## config.mk

```make
export PLATFORM = sky130hd
export DESIGN_NAME = alu_req_arbiter
export DESIGN_NICKNAME = d
export VERILOG_FILES = /design/src/rtl/alu_req_arbiter.sv
export SDC_FILE = /design/constraint.sdc
export NUM_CORES = 1
export LEC_CHECK = 0
export ABC_AREA = 1
export CAP_MARGIN = 25
export CORE_UTILIZATION = 41
export DETAILED_ROUTE_END_ITERATION = 8
export PLACE_DENSITY = 0.81
export SLEW_MARGIN = 20
export SYNTH_ARGS = -nofsm -noshare
export SYNTH_HDL_FRONTEND = slang
export SYNTH_SLANG_ARGS = --single-unit
export TNS_END_PERCENT = 20
```

## constraint.sdc

```tcl
create_clock -name clk -period 1.95 [get_ports clk]
set_clock_uncertainty 0.1 [all_clocks]
set_input_delay 0.39 -clock clk [delete_from_list [all_inputs] [get_ports clk]]
set_output_delay 0.39 -clock clk [all_outputs]
set_load 0.05 [all_outputs]
```

## src/rtl/alu_req_arbiter.sv

```systemverilog
// Round-robin arbiter sharing one 4-bit combinational ALU between NUM_REQ requesters.
//
// Each requester hands over {a, b, op} with a valid/ready request. The winning operation
// is driven onto the ALU and held for SETTLE_CYCLES cycles, so that post-layout
// propagation has settled. The result is then captured and returned with a valid/ready
// response. Only one operation is in flight at a time.
//
// Optional build macro:
//   ALU_ARB_PRIO0_EN - requester 0 has fixed highest priority; round-robin applies
//                      among requesters 1..NUM_REQ-1. When undefined, round-robin
//                      applies over all requesters.
//
// Ports:
//   clk, rst            clock, asynchronous active-high reset
//   req_valid/req_ready per-requester request handshake (ready is one-hot, combinational)
//   req_a/req_b         4-bit operands, requester i at [4i+3:4i]
//   req_op              {ctrl1, ctrl0}, requester i at [2i+1:2i]
//   resp_valid          one-hot result valid for the granted requester
//   resp_ready          per-requester result accept
//   resp_c/resp_ovf     captured ALU result / overflow
//   alu_a/alu_b/alu_ctrl0/alu_ctrl1  held operands to the ALU macro
//   alu_c/alu_ovf       ALU result inputs
//   busy                high whenever an operation is in flight
//   grant_id            index of the current/last granted requester
module alu_req_arbiter #(
  parameter int unsigned NUM_REQ       = 4,
  parameter int unsigned SETTLE_CYCLES = 2
) (
  input  logic                 clk,
  input  logic                 rst,
  input  logic [NUM_REQ-1:0]   req_valid,
  output logic [NUM_REQ-1:0]   req_ready,
  input  logic [4*NUM_REQ-1:0] req_a,
  input  logic [4*NUM_REQ-1:0] req_b,
  input  logic [2*NUM_REQ-1:0] req_op,
  output logic [NUM_REQ-1:0]   resp_valid,
  input  logic [NUM_REQ-1:0]   resp_ready,
  output logic [3:0]           resp_c,
  output logic                 resp_ovf,
  output logic [3:0]           alu_a,
  output logic [3:0]           alu_b,
  output logic                 alu_ctrl0,
  output logic                 alu_ctrl1,
  input  logic [3:0]           alu_c,
  input  logic                 alu_ovf,
  output logic                 busy,
  output logic [2:0]           grant_id
);

  localparam int unsigned CntW = (SETTLE_CYCLES > 1) ? $clog2(SETTLE_CYCLES) : 1;
  localparam logic [CntW-1:0] CntLoad = CntW'(SETTLE_CYCLES - 1);
  localparam logic [NUM_REQ-1:0] OneHot0 = {{(NUM_REQ - 1){1'b0}}, 1'b1};

  typedef enum logic [1:0] {StIdle, StSettle, StCapture, StResp} state_e;

  state_e            state_q, state_d;
  logic [CntW-1:0]   cnt_q, cnt_d;
  logic [2:0]        last_q;
  logic [2:0]        grant_q;
  logic [3:0]        alu_a_q, alu_b_q;
  logic [1:0]        alu_op_q;
  logic [3:0]        resp_c_q;
  logic              resp_ovf_q;

  logic [NUM_REQ-1:0]   cand, hi_mask, pick, grant_oh;
  logic [2:0]           sel;
  logic [4*NUM_REQ-1:0] a_shift, b_shift;
  logic [2*NUM_REQ-1:0] op_shift;
  logic                 load_op, capture, done;

  // Arbitration: prefer candidates above the last winner, otherwise wrap to the lowest
  // set bit. Lowest-set-bit isolation (x & -x) gives the one-hot winner.
  always_comb begin
    cand = req_valid;
`ifdef ALU_ARB_PRIO0_EN
    cand = req_valid & ~OneHot0;
`endif
    // Bits strictly above last_q; all-zero when last_q is the top index.
    hi_mask  = ~(((OneHot0 << last_q) << 1) - OneHot0);
    pick     = (|(cand & hi_mask)) ? (cand & hi_mask) : cand;
    grant_oh = pick & (~pick + OneHot0);
`ifdef ALU_ARB_PRIO0_EN
    if (req_valid[0]) grant_oh = OneHot0;
`endif
    sel = '0;
    for (int unsigned i = 0; i < NUM_REQ; i++) begin
      if (grant_oh == (OneHot0 << i)) sel = 3'(i);
    end
    a_shift  = req_a >> {sel, 2'b00};
    b_shift  = req_b >> {sel, 2'b00};
    op_shift = req_op >> {sel, 1'b0};
  end

  always_comb begin
    state_d   = state_q;
    cnt_d     = cnt_q;
    req_ready = '0;
    load_op   = 1'b0;
    capture   = 1'b0;
    done      = 1'b0;
    unique case (state_q)
      StIdle: begin
        if (|grant_oh) begin
          req_ready = grant_oh;
          load_op   = 1'b1;
          cnt_d     = CntLoad;
          state_d   = StSettle;
        end
      end
      StSettle: begin
        if (cnt_q == '0) state_d = StCapture;
        else cnt_d = cnt_q - 1'b1;
      end
      StCapture: begin
        capture = 1'b1;
        state_d = StResp;
      end
      StResp: begin
        // resp_valid is one-hot on grant_q, so other requesters' resp_ready is masked out.
        if (|(resp_valid & resp_ready)) begin
          done    = 1'b1;
          state_d = StIdle;
        end
      end
      default: state_d = StIdle;
    endcase
  end

  always_ff @(posedge clk or posedge rst) begin
    if (rst) begin
      state_q    <= StIdle;
      cnt_q      <= '0;
      last_q     <= 3'(NUM_REQ - 1);
      grant_q    <= '0;
      alu_a_q    <= '0;
      alu_b_q    <= '0;
      alu_op_q   <= '0;
      resp_c_q   <= '0;
      resp_ovf_q <= 1'b0;
    end else begin
      state_q <= state_d;
      cnt_q   <= cnt_d;
      if (load_op) begin
        grant_q  <= sel;
        alu_a_q  <= a_shift[3:0];
        alu_b_q  <= b_shift[3:0];
        alu_op_q <= op_shift[1:0];
      end
      if (capture) begin
        resp_c_q   <= alu_c;
        resp_ovf_q <= alu_ovf;
      end
      if (done) last_q <= grant_q;
    end
  end

  assign resp_valid = (state_q == StResp) ? (OneHot0 << grant_q) : '0;
  assign busy       = (state_q != StIdle);
  assign grant_id   = grant_q;
  assign alu_a      = alu_a_q;
  assign alu_b      = alu_b_q;
  assign alu_ctrl0  = alu_op_q[0];
  assign alu_ctrl1  = alu_op_q[1];
  assign resp_c     = resp_c_q;
  assign resp_ovf   = resp_ovf_q;

endmodule
```

=== After elaboration in Yosys (flattened, before gate mapping) ===
Cells that the tools add are included.

* Register bits after elaboration: 24
* Input port bits: 55
* Output and inout port bits: 27
* Logic and storage cells: 58

* $add $sub $neg: 3
* Eq/ne operators: 9
* Shifts and indexed selects: 5
* Multiplexer cells: 19
* Bitwise operators: 5
* Reduce and logical (&&, ||, !) cells: 8

{| class="wikitable"
|+ Operators by type and width
! cell !! number
|-
| >> shifter 16 x 5 -> 4 bit || 2
|-
| 2-to-1 mux 4 bit || 4
|-
| bitwise AND 4 bit || 3
|-
| OR reduction 4 bit || 3
|-
| 2-to-1 mux 1 bit || 8
|-
| 2-to-1 mux 2 bit || 4
|-
| NOT 4 bit || 2
|-
| one-hot mux 2 bit (4 select lines) || 1
|-
| >> shifter 8 x 4 -> 2 bit || 1
|-
| inequality test 2 bit (second input constant) || 3
|-
| adder 4 x 1 -> 4 bit (second input constant) || 1
|-
| == test 2 bit (second input constant) || 2
|-
| == test 4 x 2 -> 1 bit (second input constant) || 1
|-
| == test 4 x 3 -> 1 bit (second input constant) || 1
|-
| == test 4 bit (second input constant) || 1
|-
| nonzero test 2 bit || 2
|-
| left shift 1 x 3 -> 4 bit (first input constant) || 1
|-
| subtractor 4 x 1 -> 4 bit (second input constant) || 1
|-
| 2-to-1 mux 3 bit || 1
|-
| AND reduction 3 bit || 1
|-
| left shift 1 x 3 -> 3 bit (first input constant) || 1
|-
| == test 2 x 1 -> 1 bit (second input constant) || 1
|-
| logical NOT 2 bit || 1
|-
| one-hot mux 1 bit (2 select lines) || 1
|-
| 2 further kinds || 2
|}

=== Depth between registers and ports, before layout ===
* Depth after elaboration: 14
* Depth in mapped cells: 13
* Gate-level depth less buffers: 12

=== Worst setup path before layout ===
Ideal clock, no wire load.

* Kind: register to output
* Start point: reg state_q[0]
* End point: out req_ready[2]
* Arrival time: 2,178 ps
* Data required time: 1,460 ps
* Slack: -718 ps
* Stages on the path, launching flop included: 5
* Path buffers: 0
* Cells stage by stage: dfrtp_1 > inv_1 > ha_1 > inv_1 > nor3_1

* Longest elaborated chain between the ends: 2

{| class="wikitable"
|+ Ends and longest elaborated chain
! item !! line !! RTL
|-
| from (decl) || 56 || <nowiki>state_e state_q, state_d;</nowiki>
|-
| from (signal assigned) || 131 || <nowiki>state_q <= StIdle;</nowiki>
|-
| from (signal assigned) || 141 || <nowiki>state_q <= state_d;</nowiki>
|-
| logical NOT 2 bit || 101 || <nowiki>unique case (state_q)</nowiki>
|-
| 2-to-1 mux 4 bit || 101 ||
|-
| to (decl) || 32 || <nowiki>output logic [NUM_REQ-1:0] req_ready,</nowiki>
|}

Every way passes these cells.

=== Worst setup path after layout ===
* Start point: reg last_q[1]
* End point: out req_ready[1]

* Longest elaborated chain between the ends: 12

{| class="wikitable"
|+ Ends and longest elaborated chain
! item !! line !! RTL
|-
| from (decl) || 58 || <nowiki>logic [2:0] last_q;</nowiki>
|-
| from (signal assigned) || 133 || <nowiki>last_q <= 3'(NUM_REQ - 1);</nowiki>
|-
| from (signal assigned) || 153 || <nowiki>if (done) last_q <= grant_q;</nowiki>
|-
| left shift 1 x 3 -> 3 bit (*) || 79 || <nowiki>hi_mask = ~(((OneHot0 << last_q) << 1) - OneHot0);</nowiki>
|-
| subtractor 4 x 1 -> 4 bit (*) || 79 ||
|-
| NOT 4 bit (*) || 79 ||
|-
| bitwise AND 4 bit (*) || 80 || <nowiki>pick = (|(cand & hi_mask)) ? (cand & hi_mask) : cand;</nowiki>
|-
| OR reduction 4 bit || 80 ||
|-
| 2-to-1 mux 4 bit (*) || 80 ||
|-
| NOT 4 bit || 81 || <nowiki>grant_oh = pick & (~pick + OneHot0);</nowiki>
|-
| adder 4 x 1 -> 4 bit || 81 ||
|-
| bitwise AND 4 bit (*) || 81 ||
|-
| OR reduction 4 bit || 103 || <nowiki>if (|grant_oh) begin</nowiki>
|-
| 2-to-1 mux 4 bit (*) || 103 ||
|-
| 2-to-1 mux 4 bit (*) || 101 ||
|}

Every way passes the cells marked *; elsewhere a longest branch is shown, timed or not.

==> flow_summary.toml <==
[worst_setup_path]
cp.arrival_ns = 1.67
cp.required_ns = 1.46
worstSetupEndpointType = "output pin"
crit_buf_inv = 2
worstSetupPathType = "reg2out"
startpoint_type = "flip-flop"
crit_family = "flip-flops"
worstPathMaxFanout = 4
max_stage_delay_ns = 0.58
path_cells = "nand2_2 > nand2_4 > nand2_2 > a21o_4 > inv_4 > nand2_4 > nor2_4 > buf_12"
crit_slowest_cell = "dfstp_2"

[pwr]
p_per_area_nw_per_um2 = 1546
power.switching_mw = 2.272
intPower_mw = 2.177
power_frac_seq_pct = 19.8
power_frac_clock_pct = 9.9
switching_share_pct = 51.07
combPwrFrac_pct = 70.3
ir_drop_v = 0.001119
p_leak_nw = 1.442

[cells_and_area]
design_area_um2 = 2878
fillerInstances = 268
final_util_pct = 76.31
drive_above_1_share_pct = 27.76
nNetsFinal = 395
diodes = 0
area_delta_synth_final_pct = 72.54
stdcell_count = 383

[clocking]
cts_buffer_depth = 2
root_buffer = "clkbuf_8"
numCtsBuffers = 3
cts_tree = "done"
clk_pin_slew_ns = 0.09
clk_latency_ns = 0.27
clock_sinks = 22
htreeDepth = 1

[status]
violations = "setup timing"
status = "complete, but fails checks"

[hold_path]
hp-class = "in2async"

[logic_synthesis]
syn_nets = 302
syn_avg_cell_area_um2 = 6.864
syn_area_um2 = 1668
yosys_warnings = 0
ys_seq_area_share_pct = 33.16
yosys.cell_types.count = 30
syn_inst = 243
ys_ff_latch = 22

[place]
dp.cells = 376
place_congestion = 0.7778
dpl-instance-area_um2 = 2689
dp_hpwl_um = 3553
numPortBuffers = 80

[timing]
min_period_ns = 2.162
timing.final.ws_setup_ns = -0.2122
timing.hold.ws_ns = 0.3474
setup_violations = 14
hold_violations = 0
max_freq_mhz = 462.5
drv_slew = 0
rsz0062_at_grt = "true"
post-route-period-util_pct = 110.9

[floorplanning]
fp.dieH_um = 65.78
num_rows = 22
io-pin-count = 82
die_x_um = 65.78
core_um2 = 3771
die_area_um2 = 4327
start_util_pct = 44.23

[routing]
vias = 1826
drc = 0
viasPerCell = 4.768
ant_nets = 0
first_pass_iters = 4
wl_per_cell_um = 12.52
drt-initial-drc-count = 82
wirelength_um = 4797

[global_routing]
grt_max_degree = 23
antenna_found_initial = 0
grt_pass1_wl_um = 7748
grtUsageTotal_pct = 23.27
grt_pass1_vias = 1734
grt-ovfl-total = 0

[flow_run]
max-cap-violations = 0
cell families (layout without fill, tap and decap cells):
kind of cell / Yosys count / in the layout / synth area share (%)
other: 1 / 1 / 0.2248
and+or+nand+nor: 132 / 132 / 35.93
AOI/OAI and AO/OA: 22 / 22 / 9.077
buffers and inverters: 57 / 149 / 15.23
adders and majority gates: 4 / 4 / 3.001
muxes: 5 / 5 / 3.376
DFF: 22 / 22 / 33.16
worst paths after layout:
path                            from      endpoint  slack, ns  depth (start not counted)
hold reg to reg             alu_a[1]      alu_a[1]       0.39                          2
hold / removal                   rst         cnt_q       0.35                          3
min in group clk            alu_a[1]      alu_a[1]       0.39                          2
setup reg to reg           last_q[1]      alu_b[3]      -0.04                         14
max in group asynchronous        rst     last_q[1]       1.12                          3
setup / recovery           last_q[1]  req_ready[1]      -0.21                          8
per-stage QoR:
stage | setup TNS, ns | total power, mW | setup WS [ns]
after detailed placement | -4.024 | 3.834 | -0.2829
after CTS | -0.8055 | 4.387 | -0.2318
after global routing | -2.568 | 4.754 | -0.2766
after global placement | -3.494 | 3.773 | -0.2601
final | -1.027 | 4.449 | -0.2122
after floorplan | -0.3112 | 2.885 | -0.08845
tightest hold or removal path, cell delays in order:
cell             delay [ns]
clkdlybuf4s50_1        0.39
inv_1                  0.05
buf_4                  0.28
sequential cells by signal, indices dropped and copies added (netlist names):
| register | cells |
|---|---|
| alu_b | 4 |
| cnt_q | 1 |
| resp_ovf | 1 |
| alu_op_q | 2 |
| alu_a | 4 |
| last_q | 2 |
| grant_id | 2 |
| state_q | 2 |
| resp_c | 4 |
what timing repair did:
item,CTS,global route
pin swaps,6,3
buffers inserted,2,1
hold buffers,0,0
setup endpoints to repair,8,19
cloned,0,0
resized for setup,16,10
area by class of cell:
type                            count  area [µm²]  share of cell area (%)
Clock buffer                        3       41.29                   1.435
Clock inverter                      1       30.03                   1.043
Inverter                           47       187.7                   6.522
Multi-Input combinational cell    164       993.5                   34.52
Sequential cell                    22       553.0                   19.22
Tap cell                           48       60.06                   2.087
Timing Repair Buffer               98        1012                   35.17
cells in the mapped netlist:
library cell / n / area, µm²
o21ai_1: 3 / 15.01
mux2_2: 5 / 56.30
nor2_1: 17 / 63.81
nand2_2: 3 / 18.77
nand2_1: 76 / 285.3
dfrtp_1: 20 / 500.5
nand3_2: 1 / 10.01
nand4_2: 3 / 37.54
nand3b_1: 4 / 30.03
dfstp_2: 2 / 52.55
nand4_1: 1 / 6.260
a21o_4: 1 / 15.01
o21ai_0: 3 / 15.01
inv_1: 43 / 161.4
buf_4: 3 / 22.52
ha_1: 4 / 50.05
buf_2: 3 / 15.01
nand3_1: 24 / 120.1
a21oi_1: 10 / 50.05
nand2_4: 2 / 22.52
inv_4: 1 / 6.260
a22oi_1: 2 / 15.01
buf_6: 3 / 33.78
conb_1: 1 / 3.750
nor3_1: 1 / 5.000
o21ai_2: 1 / 8.760
o21ai_4: 1 / 16.27
a21oi_4: 1 / 16.27
clkbuf_1: 1 / 3.750
inv_2: 3 / 11.26
layout by cell type (no fill, tap or decap), types with 4 or more instances in the layout:
| cell | n |
|---|---|
| a21oi_1 | 8 |
| buf_12 | 10 |
| buf_4 | 29 |
| buf_6 | 5 |
| clkdlybuf4s50_1 | 52 |
| dfrtp_1 | 20 |
| inv_1 | 40 |
| mux2_2 | 5 |
| nand2_1 | 71 |
| nand2_2 | 4 |
| nand2_4 | 6 |
| nand3_1 | 22 |
| nand3b_1 | 4 |
| nor2_1 | 11 |
| nor2_4 | 5 |
power by group through the flow:
| stage | logic [mW] | registers (mW) | clock network (mW) |
|---|---|---|---|
| 2_1_floorplan | 1.43 | 1.45 | 0 |
| 3_3_place_gp | 2.91 | 0.861 | 0 |
| 3_5_place_dp | 2.96 | 0.873 | 0 |
| 4_1_cts | 3.07 | 0.870 | 0.448 |
| 5_1_grt | 3.37 | 0.914 | 0.468 |
| 6_report | 3.13 | 0.882 | 0.439 |
layer usage:
metal / GRT usage, % / share of wire [%] / vias up
met1: 30.05 / 42 / 825
li1: - / - / 922
met4: 8.152 / 1.8 / 0
met5: 0 / 0 / -
met2: 38.65 / 50 / 70
met3: 4.138 / 6.5 / 9
(Power assumes the default switching activity.)
